File: src/rtl/shared_adder_sched.sv
// Round-robin scheduler that time-shares one CHUNK-bit carry-chain adder among NUM_REQ requesters.
// Each WIDTH-bit ADD/SUB/LTU/LTS is evaluated LSB-first over K slice passes with a registered carry.
module shared_adder_sched #(
    parameter int NUM_REQ = 4,
    parameter int WIDTH   = 32,
    parameter int CHUNK   = 8,
    localparam int K      = WIDTH / CHUNK,
    localparam int ID_W   = (NUM_REQ > 1) ? $clog2(NUM_REQ) : 1
) (
    input  logic                     clk,
    input  logic                     rst_n,
    input  logic [NUM_REQ-1:0]       req_valid,
    output logic [NUM_REQ-1:0]       req_ready,
    input  logic [2*NUM_REQ-1:0]     req_op,
    input  logic [WIDTH*NUM_REQ-1:0] req_a,
    input  logic [WIDTH*NUM_REQ-1:0] req_b,
    output logic                     rsp_valid,
    input  logic                     rsp_ready,
    output logic [ID_W-1:0]          rsp_id,
    output logic [WIDTH-1:0]         rsp_data
);

    localparam int CNT_W = (K > 1) ? $clog2(K) : 1;

    typedef enum logic [1:0] {IDLE, RUN, DONE} state_t;
    typedef enum logic [1:0] {OP_ADD = 2'd0, OP_SUB = 2'd1, OP_LTU = 2'd2, OP_LTS = 2'd3} op_t;

    state_t             state, state_nxt;
    op_t                op_q;
    logic [ID_W-1:0]    ptr, grant_id, id_q;
    logic               grant_vld, fire, last_slice;
    logic [WIDTH-1:0]   a_q, b_q, res;
    logic [CNT_W-1:0]   cnt;
    logic               carry, sum_msb, a_msb, b_msb;
    logic [CHUNK-1:0]   a_sl, b_sl, sum_sl;
    logic               carry_out;

    // First asserted request at or after ptr, wrapping modulo NUM_REQ.
    always_comb begin
        int               idx;
        logic [ID_W-1:0]  idx_w;
        // NOTE: every variable written here gets a default first, so no latch can be inferred.
        grant_vld = 1'b0;
        grant_id  = '0;
        idx       = 0;
        idx_w     = '0;
        for (int k = 0; k < NUM_REQ; k++) begin
            idx = int'(ptr) + k;
            if (idx >= NUM_REQ) begin
                idx = idx - NUM_REQ;
            end
            idx_w = ID_W'(idx);
            if (!grant_vld && req_valid[idx_w]) begin
                grant_vld = 1'b1;
                grant_id  = idx_w;
            end
        end
    end

    assign fire       = (state == IDLE) && grant_vld && rst_n;
    assign last_slice = (cnt == CNT_W'(K - 1));

    // Shared slice adder; B is inverted and carry seeded with 1 for everything but ADD.
    assign a_sl = a_q[cnt*CHUNK +: CHUNK];
    assign b_sl = b_q[cnt*CHUNK +: CHUNK] ^ {CHUNK{op_q != OP_ADD}};
    assign {carry_out, sum_sl} = {1'b0, a_sl} + {1'b0, b_sl} + {{CHUNK{1'b0}}, carry};

    // State register and control counters.
    always_ff @(posedge clk) begin
        if (!rst_n) begin
            state <= IDLE;
            ptr   <= '0;
            cnt   <= '0;
            carry <= 1'b0;
        end else begin
            state <= state_nxt;
            if (fire) begin
                ptr   <= (int'(grant_id) == NUM_REQ - 1) ? '0 : grant_id + 1'b1;
                cnt   <= '0;
                carry <= (req_op[grant_id*2 +: 2] != OP_ADD);
            end else if (state == RUN) begin
                cnt   <= last_slice ? '0 : cnt + 1'b1;
                carry <= carry_out;
            end
        end
    end

    // NOTE: operand/result registers carry no reset; they are only observed in DONE, after being loaded.
    always_ff @(posedge clk) begin
        if (fire) begin
            op_q <= op_t'(req_op[grant_id*2 +: 2]);
            a_q  <= req_a[grant_id*WIDTH +: WIDTH];
            b_q  <= req_b[grant_id*WIDTH +: WIDTH];
            id_q <= grant_id;
        end else if (state == RUN) begin
            res[cnt*CHUNK +: CHUNK] <= sum_sl;
            if (last_slice) begin
                sum_msb <= sum_sl[CHUNK-1];
                a_msb   <= a_q[WIDTH-1];
                b_msb   <= b_q[WIDTH-1];
            end
        end
    end

    always_comb begin
        state_nxt = state;
        case (state)
            IDLE:    if (fire) state_nxt = RUN;
            RUN:     if (last_slice) state_nxt = DONE;
            DONE:    if (rsp_ready) state_nxt = IDLE;
            default: state_nxt = IDLE;
        endcase
    end

    always_comb begin
        req_ready = '0;
        rsp_valid = 1'b0;
        rsp_id    = '0;
        rsp_data  = '0;
        if (fire) begin
            req_ready[grant_id] = 1'b1;
        end
        if (state == DONE) begin
            rsp_valid = 1'b1;
            rsp_id    = id_q;
            case (op_q)
                OP_ADD, OP_SUB: rsp_data    = res;
                OP_LTU:         rsp_data[0] = ~carry;
                OP_LTS:         rsp_data[0] = sum_msb ^ ((a_msb ^ b_msb) & (a_msb ^ sum_msb));
                default:        rsp_data    = '0;
            endcase
        end
    end

endmodule

File: config.mk
export PLATFORM = sky130hd
export DESIGN_NAME = shared_adder_sched
export DESIGN_NICKNAME = d
export VERILOG_FILES = /design/src/rtl/shared_adder_sched.sv
export SDC_FILE = /design/constraint.sdc
export NUM_CORES = 1
export LEC_CHECK = 0
export BUFFER_PORTS_ARGS = -buffer_cell sky130_fd_sc_hd__buf_2
export CAP_MARGIN = 0
export CELL_PAD_IN_SITES_DETAIL_PLACEMENT = 0
export CELL_PAD_IN_SITES_GLOBAL_PLACEMENT = 1
export CORE_MARGIN = 2
export CORE_UTILIZATION = 31
export DETAILED_ROUTE_END_ITERATION = 10
export GPL_TIMING_DRIVEN = 0
export PLACE_DENSITY_LB_ADDON = 0.1
export SYNTH_ARGS = -nofsm -noshare
export SYNTH_HDL_FRONTEND = slang
export SYNTH_SLANG_ARGS = --single-unit
File: constraint.sdc
create_clock -name clk -period 2.9 [get_ports clk]
set_input_delay 0.29 -clock clk [delete_from_list [all_inputs] [get_ports clk]]
set_output_delay 0.29 -clock clk [all_outputs]
set_load 0.05 [all_outputs]
# After elaboration in Yosys (flattened, before gate mapping)
# Cells that the tools add are included.
word_totals:
  latchBits: 0
  ramBits: 0
  inputBits: 271
  out_inout_bits: 39
  memories: 0
  regBits: 110
  wordCells: 115
  mem_bits_ro: 0
classes:
  div: 0
  bitwise_logic: 8
  n_shift: 7
  n_mux: 37
  mul: 0
  n_lt_le_gt_ge: 10
  n_eq_ne: 10
  n_addsub: 12
  n_reduce_logical: 19
op_table:
  columns: ["op", "n"]
  rows:
  - ["variable part select 128 x 8 -> 32 bit", 2]
  - ["variable part select 32 x 6 -> 8 bit", 2]
  - ["negation 5 -> 34 bit", 1]
  - ["variable shift 8 x 34 -> 32 bit (first input constant)", 1]
  - ["variable part select 8 x 34 -> 32 bit", 1]
  - ["bitwise mux 32 bit", 1]
  - ["two-way mux 32 bit", 1]
  - ["two-way mux 31 bit", 1]
  - ["two-way mux 2 bit", 14]
  - ["< comparator 2 x 3 -> 1 bit (second input constant)", 5]
  - ["two-way mux 1 bit", 12]
  - ["adder 8 x 8 -> 9 bit", 1]
  - ["adder 9 x 1 -> 9 bit", 1]
  - ["greater-or-equal comparator 3 bit (second input constant)", 3]
  - ["binary-select mux 1 bit (select 2 bit)", 4]
  - ["equality test 2 bit (second input constant)", 4]
  - ["variable part select 8 x 4 -> 2 bit", 1]
  - ["subtractor 2 x 1 -> 2 bit (second input constant)", 4]
  - ["XOR 8 bit", 1]
  - ["adder 2 x 2 -> 3 bit (second input constant)", 2]
  - ["equality test 2 x 1 -> 1 bit (second input constant)", 3]
  - ["logical AND 1 bit", 6]
  - ["inequality test 2 bit (second input constant)", 3]
  - ["case mux 2 bit (3 select lines)", 1]
  - ["other kinds (16)", 28]

# Longest topological paths before layout
# Gate-level depths: netlist (run 1).
logic_depth:
  ltp_word: 19
  ltp_mapped: 12
  mapped_depth_nobuf: 10

# Worst setup path before layout (run 1)
# Ideal clock, no wire load.
synth_path:
  path_kind: "flip-flop to flip-flop"
  from: "register cnt[0]"
  to: "register res[22] (data pin)"
  required_ns: 2.632
  stages_incl_launch_ff: 11
  setup_slack_ns: -0.241
  n_path_buf: 1
  synth_period_minus_slack_ns: 3.141
  setup_ns: 0.268
  t_arrival_ns: 2.873
  path_cell_list: "dfxtp_1 > buf_2 > mux4_2 > xor2_1 > fa_1 > fa_1 > nand2b_1 > a21oi_1 > nor3_1 > o21ai_0 > nor2_1"
synth_between:
  elab_chain_cells: 6
  word_cells_on_any_way: 9
  classes_between: "add/sub (3); shift (4); mux (1); bitwise (1)"
synth_rtl:
  columns: ["element", "line", "text"]
  rows:
  - ["start, declared", "33", "logic [CNT_W-1:0] cnt;"]
  - ["start signal, assigned", "82", "cnt <= last_slice ? '0 : cnt + 1'b1;"]
  - ["variable part select 32 x 6 -> 8 bit", "65", "assign b_sl = b_q[cnt*CHUNK +: CHUNK] ^ {CHUNK{op_q != OP_ADD}};"]
  - ["XOR 8 bit", "65", null]
  - ["adder 8 x 8 -> 9 bit", "66", "assign {carry_out, sum_sl} = {1'b0, a_sl} + {1'b0, b_sl} + {{CHUNK{1'b0}}, carry};"]
  - ["adder 9 x 1 -> 9 bit", "66", null]
  - ["variable part select 8 x 34 -> 32 bit", "96", "res[cnt*CHUNK +: CHUNK] <= sum_sl;"]
  - ["bitwise mux 32 bit (*)", "96", null]
  - ["end signal, assigned by index", "96", null]
  - ["end, declared", "32", "logic [WIDTH-1:0] a_q, b_q, res;"]
# Every way passes the cells marked *; elsewhere a longest branch is shown, timed or not.
# A chain may end at the register's enable or synchronous reset.

# Worst setup path in the final report (run 1)
layout_path:
  from: "register cnt[0]"
  to: "register res[3] (data pin)"
# The elaborated chain is that of the path after synthesis.

==> flow_metrics.tcl, run 1 <==
set metrics [dict create \
    cell_with_the_largest_stage_delay_on_the_worst_path "xnor2_1" \
    detail_route.wirelength_um 24000 \
    die_area_um2 23400 \
    final_clock_period_utilization_by_the_worst_path_pct 99.0 \
    grt_first_pass_wirelength_um 35400 \
    synth_sequential_area_ratio_pct 47.0 \
    tritoncts_num_sinks 110 \
    worstSetupEndpoint "res[3]" \
    post_synth_num_cell_types 39 \
    synth.ff_latch_count 110 \
    p_leak_nw 4.36 \
    initialDrtViolationCount 316 \
    critical_path.max_stage_delay_ns 0.55 \
    syn-mean-instance-area_um2 9.09 \
    die_height_um 153 \
    drt-wirelength-per-cell_um 17.5 \
    dominantRegCellSynth "edfxtp_1" \
    drtPass1Iterations 5 \
    detailroute.via_count 6646 \
    synth_compound_gate_area_share_pct 8.27 \
    std_cell_rows 54 \
    least_margin_pin_slew_ns 0.999 \
    cp.required_ns 2.98 \
    synth_top_family_by_area "simple AND/OR/NAND/NOR gates" \
    grt_start_max_net_pins 69 \
    start_util_pct 31.5 \
    flow.area_growth_from_synthesis_pct 34.4 \
    worst_supply_voltage_drop_on_vdd_uv 257 \
    tritoncts_buffer_count 9 \
    gr-usage-all-layers_pct 19.7 \
    arrival_ns 2.95 \
    fin_nets 1375 \
    hold_class "input pin to flop" \
    grt_pass1_vias 6450 \
    drt-vias-per-instance 4.84 \
    place.detailed.instances 1346 \
    final_antenna_net_count 0 \
    powerDensity_nw_per_um2 558 \
    clock.fmax_mhz 348 \
    crit_fanout 6 \
    edff_count_synth 103 \
    async_flop_share_pct 0 \
    synth_mux_area_share_pct 6.56 \
    ctsHtreeMaxLevel 3 \
    total_grt_overflow 0 \
    final.min_clock_period_ns 2.87 \
    fp.coreArea_um2 21800 \
    placement.io_buffers 309 \
    synthesis.nets 1047 \
    power.total_w 0.00516 \
    grt_antenna_before_repair 2 \
    synthCells 757 \
    drcViolationCount 0 \
    critical_path.startpoint "cnt[0]" \
    yosys.area_share.xor_xnor_pct 1.65 \
    gp_congestion 0.855 \
    unrepaired_setup_endpoints_after_global_routing "true" \
    kind_of_end_point_of_the_critical_path "flop" \
    ctsRootBufferMaster "clkbuf_16" \
    final-max-slew-violation-count 0 \
    yosys.area_share.simple_pct 28.4 \
    post_synth_fa_ha_maj_area_fraction_pct 3.82 \
    worstRegToRegCells 9 \
    run_status "finished, final reports clean" \
    reg2reg_setup_slack_ns 0.03 \
    r2r-start "cnt[0]" \
    cts.path.max_buffers 2 \
    hold_viol_final 0 \
    syn-cell-area_um2 6880 \
    die-width_um 153 \
    worst_clock_skew_ns 0.00668 \
    ys_warn_count 0 \
    reported_max_cap_violation_count 0 \
    dp.final_hpwl_um 19200 \
    i_o_pins 310 \
    cts_tree "done" \
    setup.worst_path.start_class "flop" \
    endpoint_of_the_worst_register_to_register_path "res[3]" \
    slew-limit-headroom_pct 32.9 \
    criticalPathCategory "flop to flop" \
    stdcell_count 1372 \
    worstSkewPairLatency_ns 0.35 \
    setup_viol_count_final 0 \
    clk_transition_reported_paths_ns 0.07 \
    critical_path.cell_chain "buf_12 -> mux4_2 -> xnor2_2 -> ha_1 -> nor2b_1 -> o21ai_1 -> nand2b_1 -> xnor2_1 -> nor2_1" \
    layout_cells_sized_above_1_pct 36.3 \
]
## critical path, delay by kind of cell (launching register included)
family	cells	cell delay (ns)
buffers and inverters	1	0.12
flip-flops	1	0.41
AO/OA/AOI/OAI	1	0.19
AND/OR/NAND/NOR	3	0.34
adder cells (fa/ha/maj)	1	0.27
multiplexers	1	0.54
XOR/XNOR	2	0.71
## where the power goes
| part | total, W | internal, W | switching (W) |
|---|---|---|---|
| logic | 0.00197 | 0.000795 | 0.00117 |
| clock network | 0.00113 | 0.000580 | 0.000548 |
| registers | 0.00206 | 0.00200 | 0.0000594 |
| total | 0.00516 | 0.00338 | 0.00178 |
## layout make-up
| type | instances | area [µm²] |
|---|---|---|
| diodes | 2 | 5.00 |
| plain buffers | 50 | 256 |
| clock buffers | 10 | 229 |
| clock inverters | 6 | 37.5 |
| fillers | 2284 | 12600 |
| inverters | 13 | 51.3 |
| multi-input cells | 582 | 3440 |
| flip-flops and latches | 110 | 3240 |
| well taps | 280 | 350 |
| repair buffers | 319 | 1640 |
## cell usage in the layout (no fill, tap or decap), types with 3 or more instances in the layout
cell type / n
nor2b_1: 3
buf_4: 14
nand2b_1: 5
a31oi_1: 64
inv_1: 11
a21oi_1: 6
ha_1: 17
a21oi_2: 3
buf_2: 324
o21ai_1: 3
mux2i_1: 8
nand2_1: 262
nor3_1: 5
xnor2_1: 7
edfxtp_1: 103
mux4_2: 16
dfxtp_1: 6
buf_6: 5
and3_1: 68
clkbuf_1: 25
xor2_2: 3
and2_1: 38
or3_1: 3
nor2_1: 44
clkbuf_16: 9
## metal layers
metal  global-route usage [%]  up-vias  routed length, µm
met5                        0        -                  0
met4                     5.34        0                387
met3                     3.49       27               1540
met2                     36.5      221              12600
met1                     23.5     3106               9440
li1                         -     3292                  -
## logic make-up after synthesis
family / count (synthesis)
buf+inv: 65
mux: 25
flops: 110
fa+ha+maj: 20
compound gates: 88
simple gates: 436
xor+xnor: 13
## per-stage QoR
step	hold slack [ns]	utilization (%)	setup TNS [ns]	setup WS (ns)	instance area, µm²
finish	0.264	42.4	0	0.0285	9240
detailed placement	0.467	40.3	-13.16	-0.743	8790
global placement	0.454	40.3	-23.18	-0.771	8790
CTS	0.252	42.3	-0.0532	-0.0151	9230
floorplan	0.421	-	0	0.00254	6890
global route	0.273	42.3	-0.876	-0.0881	9240
## synth_stat cells, types with 7 or more instances
cell,count,area [µm²]
mux2i_1,8,80.1
nor2_1,45,169
clkbuf_1,26,97.6
buf_2,18,90.1
ha_1,17,213
and3_1,68,425
a31oi_1,64,400
nand2_1,262,983
mux4_2,16,360
a21oi_1,9,45.0
edfxtp_1,103,3090
dfxtp_1,7,140
inv_1,11,41.3
and2_1,39,244
xnor2_1,8,70.1
## how the worst min path moves through the flow
stage / slack [ns] / endpoint / cells after the start / from
finish: 0.26 / state[1] / 3 / rsp_ready
detailed placement: 0.47 / a_msb / 0 / a_q[31]
CTS: 0.25 / state[1] / 3 / rsp_ready
global placement: 0.45 / a_msb / 0 / a_q[31]
global route: 0.27 / state[1] / 3 / rsp_ready
floorplan: 0.42 / a_msb / 0 / a_q[31]
## registers in the layout, summed over array words and instances (netlist names)
signal	count
res	32
carry	1
cnt	2
state	2
a_msb	1
b_msb	1
sum_msb	1
a_q	32
id_q	2
b_q	32
ptr	2
op_q	2
## what timing repair did
item / CTS / global route
hold endpoints to repair: 0 / 0
resized for setup: 24 / 7
endpoints found under the setup margin: 30 / 25
pin swaps: 7 / 3
setup buffers: 10 / 0
hold buffers: 0 / 0
Power figures use the tool's default switching activity.
==> inputs of run 2 (changes only) <==
--- a/config.mk
+++ b/config.mk
@@ -13,7 +13,8 @@
 export CORE_UTILIZATION = 31
 export DETAILED_ROUTE_END_ITERATION = 10
 export GPL_TIMING_DRIVEN = 0
-export PLACE_DENSITY_LB_ADDON = 0.1
+export MAX_ROUTING_LAYER = met4
+export PLACE_DENSITY_LB_ADDON = 0.3
 export SYNTH_ARGS = -nofsm -noshare
 export SYNTH_HDL_FRONTEND = slang
 export SYNTH_SLANG_ARGS = --single-unit
==> constraint.sdc (replaced) <==
create_clock -name clk -period 2.9 [get_ports clk]
set_input_delay 0.725 -clock clk [delete_from_list [all_inputs] [get_ports clk]]
set_output_delay 0.725 -clock clk [all_outputs]
set_load 0.05 [all_outputs]
==> run 2 against run 1 <==
Against the previous run:
- the flow now finishes with violations (setup timing)
- clock power up 12%
- clock skew up 0.0053 ns
- sequential share of layout area down 0.90 points
- total power up 4.8%
==> flow_metrics.tcl, run 2 (synthesized netlist as in run 1, its figures left out) <==
set metrics [dict create \
    drcViolationCount 0 \
    placement.io_buffers 309 \
    power.total_w 0.00540 \
    final.min_clock_period_ns 2.94 \
    kind_of_end_point_of_the_critical_path "flop" \
    total_grt_overflow 0 \
    r2r-start "cnt[0]" \
    crit_path_setup_slack_layout_ns -0.0386 \
    drtPass1Iterations 5 \
    hold_viol_final 0 \
    slew-limit-headroom_pct 39.8 \
    ctsHtreeMaxLevel 3 \
    setup.worst_path.start_class "flop" \
    final_clock_period_utilization_by_the_worst_path_pct 101 \
    critical_path.cell_chain "buf_12 -> buf_12 -> mux4_2 -> ha_1 -> nor2b_1 -> o21ai_2 -> a21oi_2 -> o41ai_2 -> xor2_1 -> buf_4 -> nor2_1" \
    cts.path.max_buffers 2 \
    hold_class "flop to flop" \
    grt_use_met3_pct 3.57 \
    gp_congestion 0.878 \
    crit_buf_inv 3 \
    ctsRootBufferMaster "clkbuf_16" \
    layout_commonest_cell "buf_2" \
    cts_hold_repair.buffers 0 \
    cp_dominant_cell_by_count "buf_12" \
    i_o_pins 310 \
    grt_antenna_before_repair 0 \
    detailroute.via_count 6717 \
    clk_transition_reported_paths_ns 0.07 \
    critical_path.startpoint "cnt[0]" \
    tritoncts_buffer_count 9 \
    layout_common_cells "buf_2 (321), nand2_1 (261), edfxtp_1 (103)" \
    gr-usage-all-layers_pct 21.1 \
    final-max-slew-violation-count 0 \
    drt-wirelength-per-cell_um 17.7 \
    arrival_ns 3.04 \
    cell_with_the_largest_stage_delay_on_the_worst_path "mux4_2" \
    holdCritStartpoint "a_q[31]" \
    flow.area_growth_from_synthesis_pct 37.9 \
    grt_most_used_layer "met2" \
    grt_pass1_vias 6591 \
    std_cell_rows 54 \
    cts_tree "done" \
    cp.required_ns 3.00 \
    setup_viol_count_final 9 \
    least_margin_pin_slew_ns 0.903 \
    grt_start_max_net_pins 69 \
    final_antenna_net_count 0 \
    die_area_um2 23400 \
    grt_first_pass_wirelength_um 36500 \
    drt-vias-per-instance 4.87 \
    unrepaired_setup_endpoints_after_global_routing "true" \
    run_status "complete, but fails checks" \
    start_util_pct 31.5 \
    worstSkewPairLatency_ns 0.36 \
    die-width_um 153 \
    worst_supply_voltage_drop_on_vdd_uv 288 \
    powerDensity_nw_per_um2 569 \
    clock.fmax_mhz 340 \
    crit_fanout 9 \
    fp.coreArea_um2 21800 \
    die_height_um 153 \
    tritoncts_num_sinks 110 \
    hold-worst-slack_ns 0.526 \
    dp.final_hpwl_um 19600 \
    worst_clock_skew_ns 0.0120 \
    reported_max_cap_violation_count 0 \
    grt.met1_usage_pct 25.1 \
    globalRouteMet2Util_pct 37.1 \
    fin_nets 1385 \
    n_antenna_cell 0 \
    initialDrtViolationCount 344 \
    p_leak_nw 4.47 \
    detail_route.wirelength_um 24400 \
    violations_in_the_final_reports "setup timing" \
    criticalPathCategory "flop to flop" \
    biggestRegsByFlops "a_q x32, b_q x32, res x32" \
    layout_cells_sized_above_1_pct 38.4 \
    cp_top_family "compound AO/OA/AOI/OAI gates" \
    critical_path.max_stage_delay_ns 0.56 \
]
## run 2: cell types whose count changed in the layout (fill, tap and decap cells not counted), moves of 3 or more
cell      delta
buf_4        +9
buf_12       +4
buf_2        -3
clkinv_4     +3
nor2_1       -3
nor2_2       +3
## run 2: cell type report
class	count	area, µm²
flip-flops and latches	110	3240
well taps	280	350
fillers	2263	12300
multi-input cells	582	3490
clock inverters	7	81.3
repair buffers	330	1750
plain buffers	49	302
clock buffers	9	225
inverters	13	55.1
## run 2: final timing paths
path	end	slack, ns	depth (start not counted)
worst min-delay path	a_msb	0.53	0
worst min register to register	a_msb	0.53	0
worst max register to register	res[23]	-0.04	11
worst max-delay path	res[23]	-0.04	11
## run 2: report_power, final
| part | total (W) | switching, W | internal (W) | leakage (nW) |
|---|---|---|---|---|
| Combinational | 0.00208 | 0.00122 | 0.000864 | 3.27 |
| Clock | 0.00126 | 0.000580 | 0.000682 | 0.152 |
| Sequential | 0.00206 | 0.0000554 | 0.00200 | 1.05 |
## run 2: worst register-to-register path: stages (launching register included)
cell,delay [ns]
dfxtp_4,0.37
buf_12,0.14
buf_12,0.14
mux4_2,0.56
ha_1,0.32
nor2b_1,0.14
o21ai_2,0.17
a21oi_2,0.10
o41ai_2,0.34
xor2_1,0.17
buf_4,0.18
nor2_1,0.06
## run 2: through the flow
step	utilization [%]	cells	cell area, µm²	TNS (ns)	worst slack, ns
3_3_place_gp	40.3	1346	8790	-51.06	-0.855
4_1_cts	42.8	1371	9340	-0.257	-0.0340
2_1_floorplan	-	757	6900	0	0.00254
3_5_place_dp	40.3	1346	8790	-21.88	-0.898
5_1_grt	43.5	1380	9490	-1.56	-0.154
6_report	43.5	1380	9490	-0.263	-0.0386
## run 2: repair_timing
action,in CTS,in global routing
pin swaps,9,11
gates resized for setup,35,21
setup endpoints to repair,34,30
setup buffers,12,9
## run 2: routing by layer
layer | share of wire [%] | vias up | routed length, µm
li1 | - | 3313 | -
met1 | 41 | 3160 | 10000
met2 | 52 | 217 | 12700
met3 | 5.1 | 27 | 1260
met4 | 1.7 | 0 | 425
met5 | 0 | - | 0
